===== src/rtl/lbp_pkg.sv =====
// Shared types and tables for the LBP engine: FSM states, 3x3 window slots,
// code bit positions and the circular neighbour order used by the uniform check.
package lbp_pkg;

    typedef enum logic [2:0] {
        ST_IDLE,
        ST_FETCH,
        ST_CALC,
        ST_WRITE,
        ST_DONE
    } lbp_state_t;

    // Window slots, row-major over the 3x3 neighbourhood.
    localparam logic [3:0] SLOT_TL = 4'd0;
    localparam logic [3:0] SLOT_T  = 4'd1;
    localparam logic [3:0] SLOT_TR = 4'd2;
    localparam logic [3:0] SLOT_L  = 4'd3;
    localparam logic [3:0] SLOT_C  = 4'd4;
    localparam logic [3:0] SLOT_R  = 4'd5;
    localparam logic [3:0] SLOT_BL = 4'd6;
    localparam logic [3:0] SLOT_B  = 4'd7;
    localparam logic [3:0] SLOT_BR = 4'd8;

    localparam int BIT_TL = 0;
    localparam int BIT_T  = 1;
    localparam int BIT_TR = 2;
    localparam int BIT_L  = 3;
    localparam int BIT_R  = 4;
    localparam int BIT_BL = 5;
    localparam int BIT_B  = 6;
    localparam int BIT_BR = 7;

    // Window slot feeding each code bit, indexed by bit position.
    localparam logic [3:0] NBR_SLOT [8] = '{SLOT_TL, SLOT_T, SLOT_TR, SLOT_L,
                                            SLOT_R, SLOT_BL, SLOT_B, SLOT_BR};

    // Code bits walked once around the ring of neighbours.
    localparam int CIRC_BITS [8] = '{BIT_TL, BIT_T, BIT_TR, BIT_R,
                                     BIT_BR, BIT_B, BIT_BL, BIT_L};

    localparam logic [3:0] FULL_READS  = 4'd9;
    localparam logic [3:0] SHIFT_READS = 4'd3;

    // Window slot targeted by the k-th read of a full or shift fetch.
    function automatic logic [3:0] fetch_slot(input logic full, input logic [3:0] k);
        logic [3:0] slot;
        slot = SLOT_BR;
        if (full) begin
            case (k)
                4'd0:    slot = SLOT_C;
                4'd1:    slot = SLOT_TL;
                4'd2:    slot = SLOT_T;
                4'd3:    slot = SLOT_TR;
                4'd4:    slot = SLOT_L;
                4'd5:    slot = SLOT_R;
                4'd6:    slot = SLOT_BL;
                4'd7:    slot = SLOT_B;
                default: slot = SLOT_BR;
            endcase
        end else begin
            case (k)
                4'd0:    slot = SLOT_TR;
                4'd1:    slot = SLOT_R;
                default: slot = SLOT_BR;
            endcase
        end
        return slot;
    endfunction

    function automatic logic [1:0] slot_row(input logic [3:0] slot);
        return 2'(slot / 4'd3);
    endfunction

    function automatic logic [1:0] slot_col(input logic [3:0] slot);
        return 2'(slot % 4'd3);
    endfunction

    // Uniform pattern: at most two 0/1 transitions around the neighbour ring.
    function automatic logic is_uniform(input logic [7:0] code);
        int trans;
        trans = 0;
        for (int i = 0; i < 8; i++) begin
            if (code[CIRC_BITS[i]] != code[CIRC_BITS[(i + 1) % 8]]) begin
                trans++;
            end
        end
        return (trans <= 2);
    endfunction

endpackage


===== src/rtl/lbp_window.sv =====
// 3x3 pixel window: indexed load, left shift by one column, and the
// neighbour >= centre comparator producing the 8-bit LBP code.
module lbp_window
    import lbp_pkg::*;
#(
    parameter int PIX_W = 8
) (
    input  logic             clk,
    input  logic             shift_en,
    input  logic             load_en,
    input  logic [3:0]       load_idx,
    input  logic [PIX_W-1:0] load_data,
    output logic [7:0]       code
);

    // Contents are meaningless until a full fetch, so no reset is needed.
    logic [PIX_W-1:0] cell_reg [9];

    always_ff @(posedge clk) begin
        if (load_en) begin
            cell_reg[load_idx] <= load_data;
        end else if (shift_en) begin
            for (int r = 0; r < 3; r++) begin
                cell_reg[3*r]     <= cell_reg[3*r + 1];
                cell_reg[3*r + 1] <= cell_reg[3*r + 2];
            end
        end
    end

    genvar gi;
    generate
        for (gi = 0; gi < 8; gi++) begin : g_bit
            assign code[gi] = (cell_reg[NBR_SLOT[gi]] >= cell_reg[SLOT_C]);
        end
    endgenerate

endmodule


===== src/rtl/lbp_engine.sv =====
// LBP engine: raster-scans a 2^ROW_W x 2^COL_W image, fetching pixels over a
// one-cycle-latency read port and emitting one code per pixel with a ready handshake.
// Optional LBP_UNIFORM_EN adds the registered lbp_uniform flag.
module lbp_engine
    import lbp_pkg::*;
#(
    parameter int COL_W = 7,
    parameter int ROW_W = 7,
    parameter int PIX_W = 8
) (
    input  logic                   clk,
    input  logic                   reset,
    input  logic                   gray_ready,
    output logic                   gray_req,
    output logic [ROW_W+COL_W-1:0] gray_addr,
    input  logic [PIX_W-1:0]       gray_data,
    output logic [ROW_W+COL_W-1:0] lbp_addr,
    output logic [7:0]             lbp_data,
    output logic                   lbp_valid,
    input  logic                   lbp_ready,
`ifdef LBP_UNIFORM_EN
    output logic                   lbp_uniform,
`endif
    output logic                   finish
);

    localparam logic [ROW_W-1:0] ROW_MAX = '1;
    localparam logic [COL_W-1:0] COL_MAX = '1;

    lbp_state_t       state_reg, state_next;
    logic [ROW_W-1:0] row_reg, row_next;
    logic [COL_W-1:0] col_reg, col_next;
    logic [3:0]       cnt_reg, cnt_next;
    logic             full_reg, full_next;
    logic [7:0]       lbp_data_reg, lbp_data_next;

    logic             win_shift;
    logic             win_load;
    logic [3:0]       win_load_idx;
    logic [7:0]       win_code;

    logic             last_col;
    logic             last_row;
    logic [ROW_W-1:0] adv_row;
    logic [COL_W-1:0] adv_col;
    logic             adv_border;
    logic [3:0]       n_reads;
    logic             issue;
    logic [3:0]       rd_slot;
    logic [ROW_W-1:0] rd_row;
    logic [COL_W-1:0] rd_col;

    // Raster successor of the current pixel and whether it needs any reads.
    assign last_col   = (col_reg == COL_MAX);
    assign last_row   = (row_reg == ROW_MAX);
    assign adv_row    = last_col ? (row_reg + ROW_W'(1)) : row_reg;
    assign adv_col    = last_col ? '0 : (col_reg + COL_W'(1));
    assign adv_border = (adv_row == '0) || (adv_row == ROW_MAX) ||
                        (adv_col == '0) || (adv_col == COL_MAX);

    // Read sequencer: issue on cnt 0..n-1, capture the previous read on cnt 1..n.
    assign n_reads      = full_reg ? FULL_READS : SHIFT_READS;
    assign issue        = (state_reg == ST_FETCH) && (cnt_reg < n_reads);
    assign rd_slot      = fetch_slot(full_reg, cnt_reg);
    assign rd_row       = row_reg + ROW_W'(slot_row(rd_slot)) - ROW_W'(1);
    assign rd_col       = col_reg + COL_W'(slot_col(rd_slot)) - COL_W'(1);
    assign win_load_idx = fetch_slot(full_reg, cnt_reg - 4'd1);

    assign gray_req  = issue;
    assign gray_addr = issue ? {rd_row, rd_col} : '0;

    lbp_window #(
        .PIX_W (PIX_W)
    ) u_window (
        .clk       (clk),
        .shift_en  (win_shift),
        .load_en   (win_load),
        .load_idx  (win_load_idx),
        .load_data (gray_data),
        .code      (win_code)
    );

    always_ff @(posedge clk) begin
        if (reset) begin
            state_reg    <= ST_IDLE;
            row_reg      <= '0;
            col_reg      <= '0;
            cnt_reg      <= '0;
            full_reg     <= 1'b0;
            lbp_data_reg <= '0;
        end else begin
            state_reg    <= state_next;
            row_reg      <= row_next;
            col_reg      <= col_next;
            cnt_reg      <= cnt_next;
            full_reg     <= full_next;
            lbp_data_reg <= lbp_data_next;
        end
    end

    always_comb begin
        state_next    = state_reg;
        row_next      = row_reg;
        col_next      = col_reg;
        cnt_next      = cnt_reg;
        full_next     = full_reg;
        lbp_data_next = lbp_data_reg;
        win_shift     = 1'b0;
        win_load      = 1'b0;
        case (state_reg)
            ST_IDLE: begin
                // Pixel (0,0) is always a border pixel.
                if (gray_ready) begin
                    state_next    = ST_WRITE;
                    lbp_data_next = '0;
                end
            end
            ST_FETCH: begin
                win_load = (cnt_reg != 4'd0);
                if (cnt_reg == n_reads) begin
                    state_next = ST_CALC;
                    cnt_next   = '0;
                end else begin
                    cnt_next = cnt_reg + 4'd1;
                end
            end
            ST_CALC: begin
                lbp_data_next = win_code;
                state_next    = ST_WRITE;
            end
            ST_WRITE: begin
                if (lbp_ready) begin
                    if (last_row && last_col) begin
                        state_next = ST_DONE;
                    end else begin
                        row_next = adv_row;
                        col_next = adv_col;
                        if (adv_border) begin
                            state_next    = ST_WRITE;
                            lbp_data_next = '0;
                        end else begin
                            // Column 1 starts a fresh window; later columns reuse two thirds of it.
                            state_next = ST_FETCH;
                            cnt_next   = '0;
                            full_next  = (adv_col == COL_W'(1));
                            win_shift  = (adv_col != COL_W'(1));
                        end
                    end
                end
            end
            ST_DONE: begin
                state_next = ST_DONE;
            end
            default: begin
                state_next = ST_IDLE;
            end
        endcase
    end

    assign lbp_valid = (state_reg == ST_WRITE);
    assign lbp_addr  = {row_reg, col_reg};
    assign lbp_data  = lbp_data_reg;
    assign finish    = (state_reg == ST_DONE);

`ifdef LBP_UNIFORM_EN
    logic uniform_reg;

    always_ff @(posedge clk) begin
        if (reset) begin
            uniform_reg <= 1'b0;
        end else begin
            uniform_reg <= is_uniform(lbp_data_next);
        end
    end

    assign lbp_uniform = uniform_reg;
`endif

endmodule

===== config.mk =====
export PLATFORM = sky130hd
export DESIGN_NAME = lbp_engine
export DESIGN_NICKNAME = d
export VERILOG_FILES = /design/src/rtl/lbp_pkg.sv /design/src/rtl/lbp_window.sv /design/src/rtl/lbp_engine.sv
export SDC_FILE = /design/constraint.sdc
export NUM_CORES = 1
export LEC_CHECK = 0
export CORE_UTILIZATION = 53
export DETAILED_ROUTE_END_ITERATION = 6
export PLACE_DENSITY_LB_ADDON = 0.08
export SYNTH_ARGS = -nofsm -noshare
export SYNTH_HDL_FRONTEND = slang
export SYNTH_SLANG_ARGS = --single-unit

===== constraint.sdc =====
create_clock -name clk -period 5.62 [get_ports clk]
set_input_delay 0.843 -clock clk [delete_from_list [all_inputs] [get_ports clk]]
set_output_delay 0.843 -clock clk [all_outputs]
set_load 0.02 [all_outputs]

==> impl_results.md <==
- Post-synthesis sequential area ratio: 38.8%
- Row count: between 40 and 50
- Setup CP Type: reg2out
- Number of synthesized register bits: 105
- Clock-pin slew on the worst setup and hold paths: around 70 ps
- Post-Synthesis Cell Area: roughly 7300 um^2
- Final Hold Viols: 0
- Tcrit/Tclk final: a little over nine tenths
- Synth Flop Type: edfxtp_1
- Via count: between 5000 and 6000
- Final Non-Filler Cells: about 900
- CTS max path bufs: 2
- Clk_lat worst skew: 360 ps
- Full die area: 14200 um^2
- Share of flip-flops with an asynchronous set or reset: 0%
- Flip-flop count of the largest register after layout: 72
- Final slew viol count: 0
- Drt via density: 5.75
- Status: complete, no violations
- Final Skew: ~10 ps
- WP buf/inv: 4
- First drt pass iteration count: 5
- Most frequent CP cell: ha_1
- Vias in the first global route: about 5300
- Final ANT Viol Nets: 0
- Inst Count DP: ~890
- Die X: ~120 um
- Post-CTS Setup Bufs: 0
- Hold Crit Class: reg2reg
- GP Congestion: roughly 0.9
- Post-Layout Inst Area: 8140 um^2
- Diodes inserted: 0
- Grt ovf: 0
- Die Height: around 120 um
- DRT Wirelength: roughly 15000 um
- Ratio of cells with drive above 1 in the final layout: 11.8%
- Critical Path End Type: output pin
- FILL cells: roughly 1100
- PortBufs: 50
- Syn Inst Count: roughly 700
- CP max stage delay: about 370 ps
- Max-Cap Viols: 0
- Post-CTS sizing: 5
- Area Overhead vs Synth: 11.9%
- Antenna violations before repair: 0
- CTS Buf Count: 9
- Hold-fix buffers, CTS: 0
- Power Dens Cells: roughly 260 nW/um^2
- CTS HTree Levels: 3
- Slew @ Worst Pin: between 900 and 1000 ps
- RSZ-0062 raised after global routing: true
- CTS sink cnt: roughly 110
- Initial DRC Count: roughly 290
- Maximum VDD drop: just over 200 uV
- Pin count of the biggest net entering global routing: 56
- Multi-input gate area: 4100 um^2
- Aggregate global-route resource usage: 22.4%
- Core box area: 13300 um^2
- CP Data Required Time: between 4000 and 5000 ps
- Crit-path leading delay family: adder cells
- Reg area: approximately 2800 um^2
- Net count after synthesis: ~800
- Post-Syn Area per Cell: roughly 11 um^2
- Area after DPL: just under 8000 um^2
- Post-synth EDFFs: between 70 and 80
- Root Buffer: clkbuf_16
- Drt wl/cell: between 15 and 20 um
- Slew HR: 36.6%
- Most frequent cells in the layout: 99 x ha_1, 72 x edfxtp_1, 56 x nor2_1
- I/O pin count: a little over 50
- Max Clk Rate: 0.186 GHz
- CTS tree: built
- Final period demand of the worst path: approximately 5400 ps
- Hpwl dp: 11300 um
- DRC Markers: 0
- Pleak: roughly 0.0035 uW
- Crit path max fanout: 8
- Starting Density: 54.7%
- CP max-delay cell: dfxtp_2
- Final count of negative-setup-slack endpoints: 0
- Worst path arrival time: 4520 ps
- Nets: between 800 and 900
- Critical path cell sequence: inv_1 -> ha_1 -> nand2_1 -> nor2_1 -> a21oi_1 -> nor2_1 -> ha_1 -> inv_1 -> ha_1 -> nand3b_1 -> o21ai_0 -> ha_1 -> nor2_2 -> mux2i_1 -> ha_1 -> inv_1 -> ha_1 -> a21o_1 -> a21o_1 -> a21o_1 -> a21oi_1 -> xnor2_1 -> nor2_1 -> dlygate4sd2_1
- Global-route wire length before repair: about 25000 um
- Distinct cells, synth: 60
- Ys Warns: 0
- Most common cell after layout, fill and taps aside: ha_1
- Crit path launch type: register
## cells in the mapped netlist, types with 2 or more instances
library cell | instances | area, um^2
nand2_1 | 31 | 116
xor2_1 | 8 | 70.1
or2_2 | 5 | 31.3
nor2b_1 | 12 | 75.1
a32o_1 | 9 | 90.1
nor2_1 | 57 | 214
nor4_1 | 3 | 18.8
a31o_2 | 2 | 17.5
buf_4 | 3 | 22.5
nand3b_1 | 2 | 15.0
and3_1 | 3 | 18.8
nand2b_1 | 12 | 75.1
mux2i_1 | 3 | 30.0
nand3_1 | 13 | 65.1
a211o_1 | 2 | 17.5
mux2_4 | 43 | 646
or3_1 | 3 | 18.8
a21o_1 | 21 | 158
ha_1 | 100 | 1250
buf_12 | 4 | 80.1
inv_1 | 46 | 173
a41o_1 | 2 | 20.0
clkbuf_1 | 16 | 60.1
mux2_2 | 6 | 67.6
buf_6 | 2 | 22.5
nor3_1 | 25 | 125
nand4_1 | 4 | 25.0
dfxtp_1 | 33 | 661
nor3b_1 | 3 | 22.5
a22oi_1 | 2 | 15.0
buf_2 | 3 | 15.0
edfxtp_1 | 72 | 2160
a21oi_1 | 35 | 175
o21ai_0 | 33 | 165
xnor2_1 | 18 | 158
and2_1 | 10 | 62.6
o41ai_1 | 2 | 17.5
o22ai_1 | 2 | 12.5
fa_1 | 2 | 40.0
a31oi_1 | 5 | 31.3
o211ai_1 | 2 | 15.0
a211oi_1 | 4 | 30.0
## logic make-up (layout without fill, tap and decap cells)
| family | Yosys count | count (layout) | share of synthesized area [%] |
|---|---|---|---|
| simple gates | 192 | 192 | 13.4 |
| compound gates | 130 | 130 | 11.6 |
| flops | 105 | 105 | 38.8 |
| buf+inv | 74 | 119 | 5.12 |
| xor+xnor | 26 | 26 | 3.13 |
| fa+ha+maj | 102 | 102 | 17.7 |
| mux | 52 | 52 | 10.2 |
## power breakdown
part,internal (uW),leakage (uW),switching (uW)
clock,302,0.000127,292
combinational,309,0.00244,353
sequential,841,0.000916,18.1
total,1450,0.00348,663
## layer usage
| metal | vias up | wire length [um] | GRT usage (%) | part of all wire, % |
|---|---|---|---|---|
| li1 | 2541 | - | - | - |
| met3 | 33 | 691 | 4.84 | 4.6 |
| met5 | - | 0 | 0 | 0 |
| met1 | 2474 | 6210 | 25.2 | 41 |
| met4 | 0 | 414 | 9.81 | 2.8 |
| met2 | 143 | 7690 | 40.4 | 51 |
## metrics by stage
| stage | hold slack (ps) | util, % | setup slack (ps) | total power, uW | TNS (ps) |
|---|---|---|---|---|---|
| finish | 497 | 61.2 | 254 | 2120 | 0 |
| global route | 518 | 61.2 | -60.9 | 2230 | -63.8 |
| CTS | 499 | 61.1 | 135 | 2130 | 0 |
| detailed placement | 482 | 59.1 | 101 | 1540 | 0 |
| global placement | 472 | 59.1 | 280 | 1520 | 0 |
| floorplan | 552 | - | 746 | 1320 | 0 |
## path summary, 6_finish.rpt
check | start | end | slack (ps) | cells past startpoint
worst min register to register | lbp_data[4]$_SDFFE_PP0P_ | lbp_data[4]$_SDFFE_PP0P_ | 500 | 1
worst max-delay path | cnt_reg[1]$_SDFFE_PP0P_ | gray_addr[6] | 250 | 24
worst max register to register | col_reg[2]$_SDFFE_PP0P_ | u_window.cell_reg[1][1]$_DFFE_PP_ | 1580 | 10
worst min-delay path | lbp_data[4]$_SDFFE_PP0P_ | lbp_data[4]$_SDFFE_PP0P_ | 500 | 1
## final cells by class
class,count,area share (%)
Inverter,46,2.12
Timing Repair Buffer,57,6.84
Clock buffer,10,2.81
Tap cell,176,2.71
Multi-Input combinational cell,502,50.3
Clock inverter,6,0.507
Sequential cell,105,34.7
Note: power is estimated with default switching activity, not from simulation.
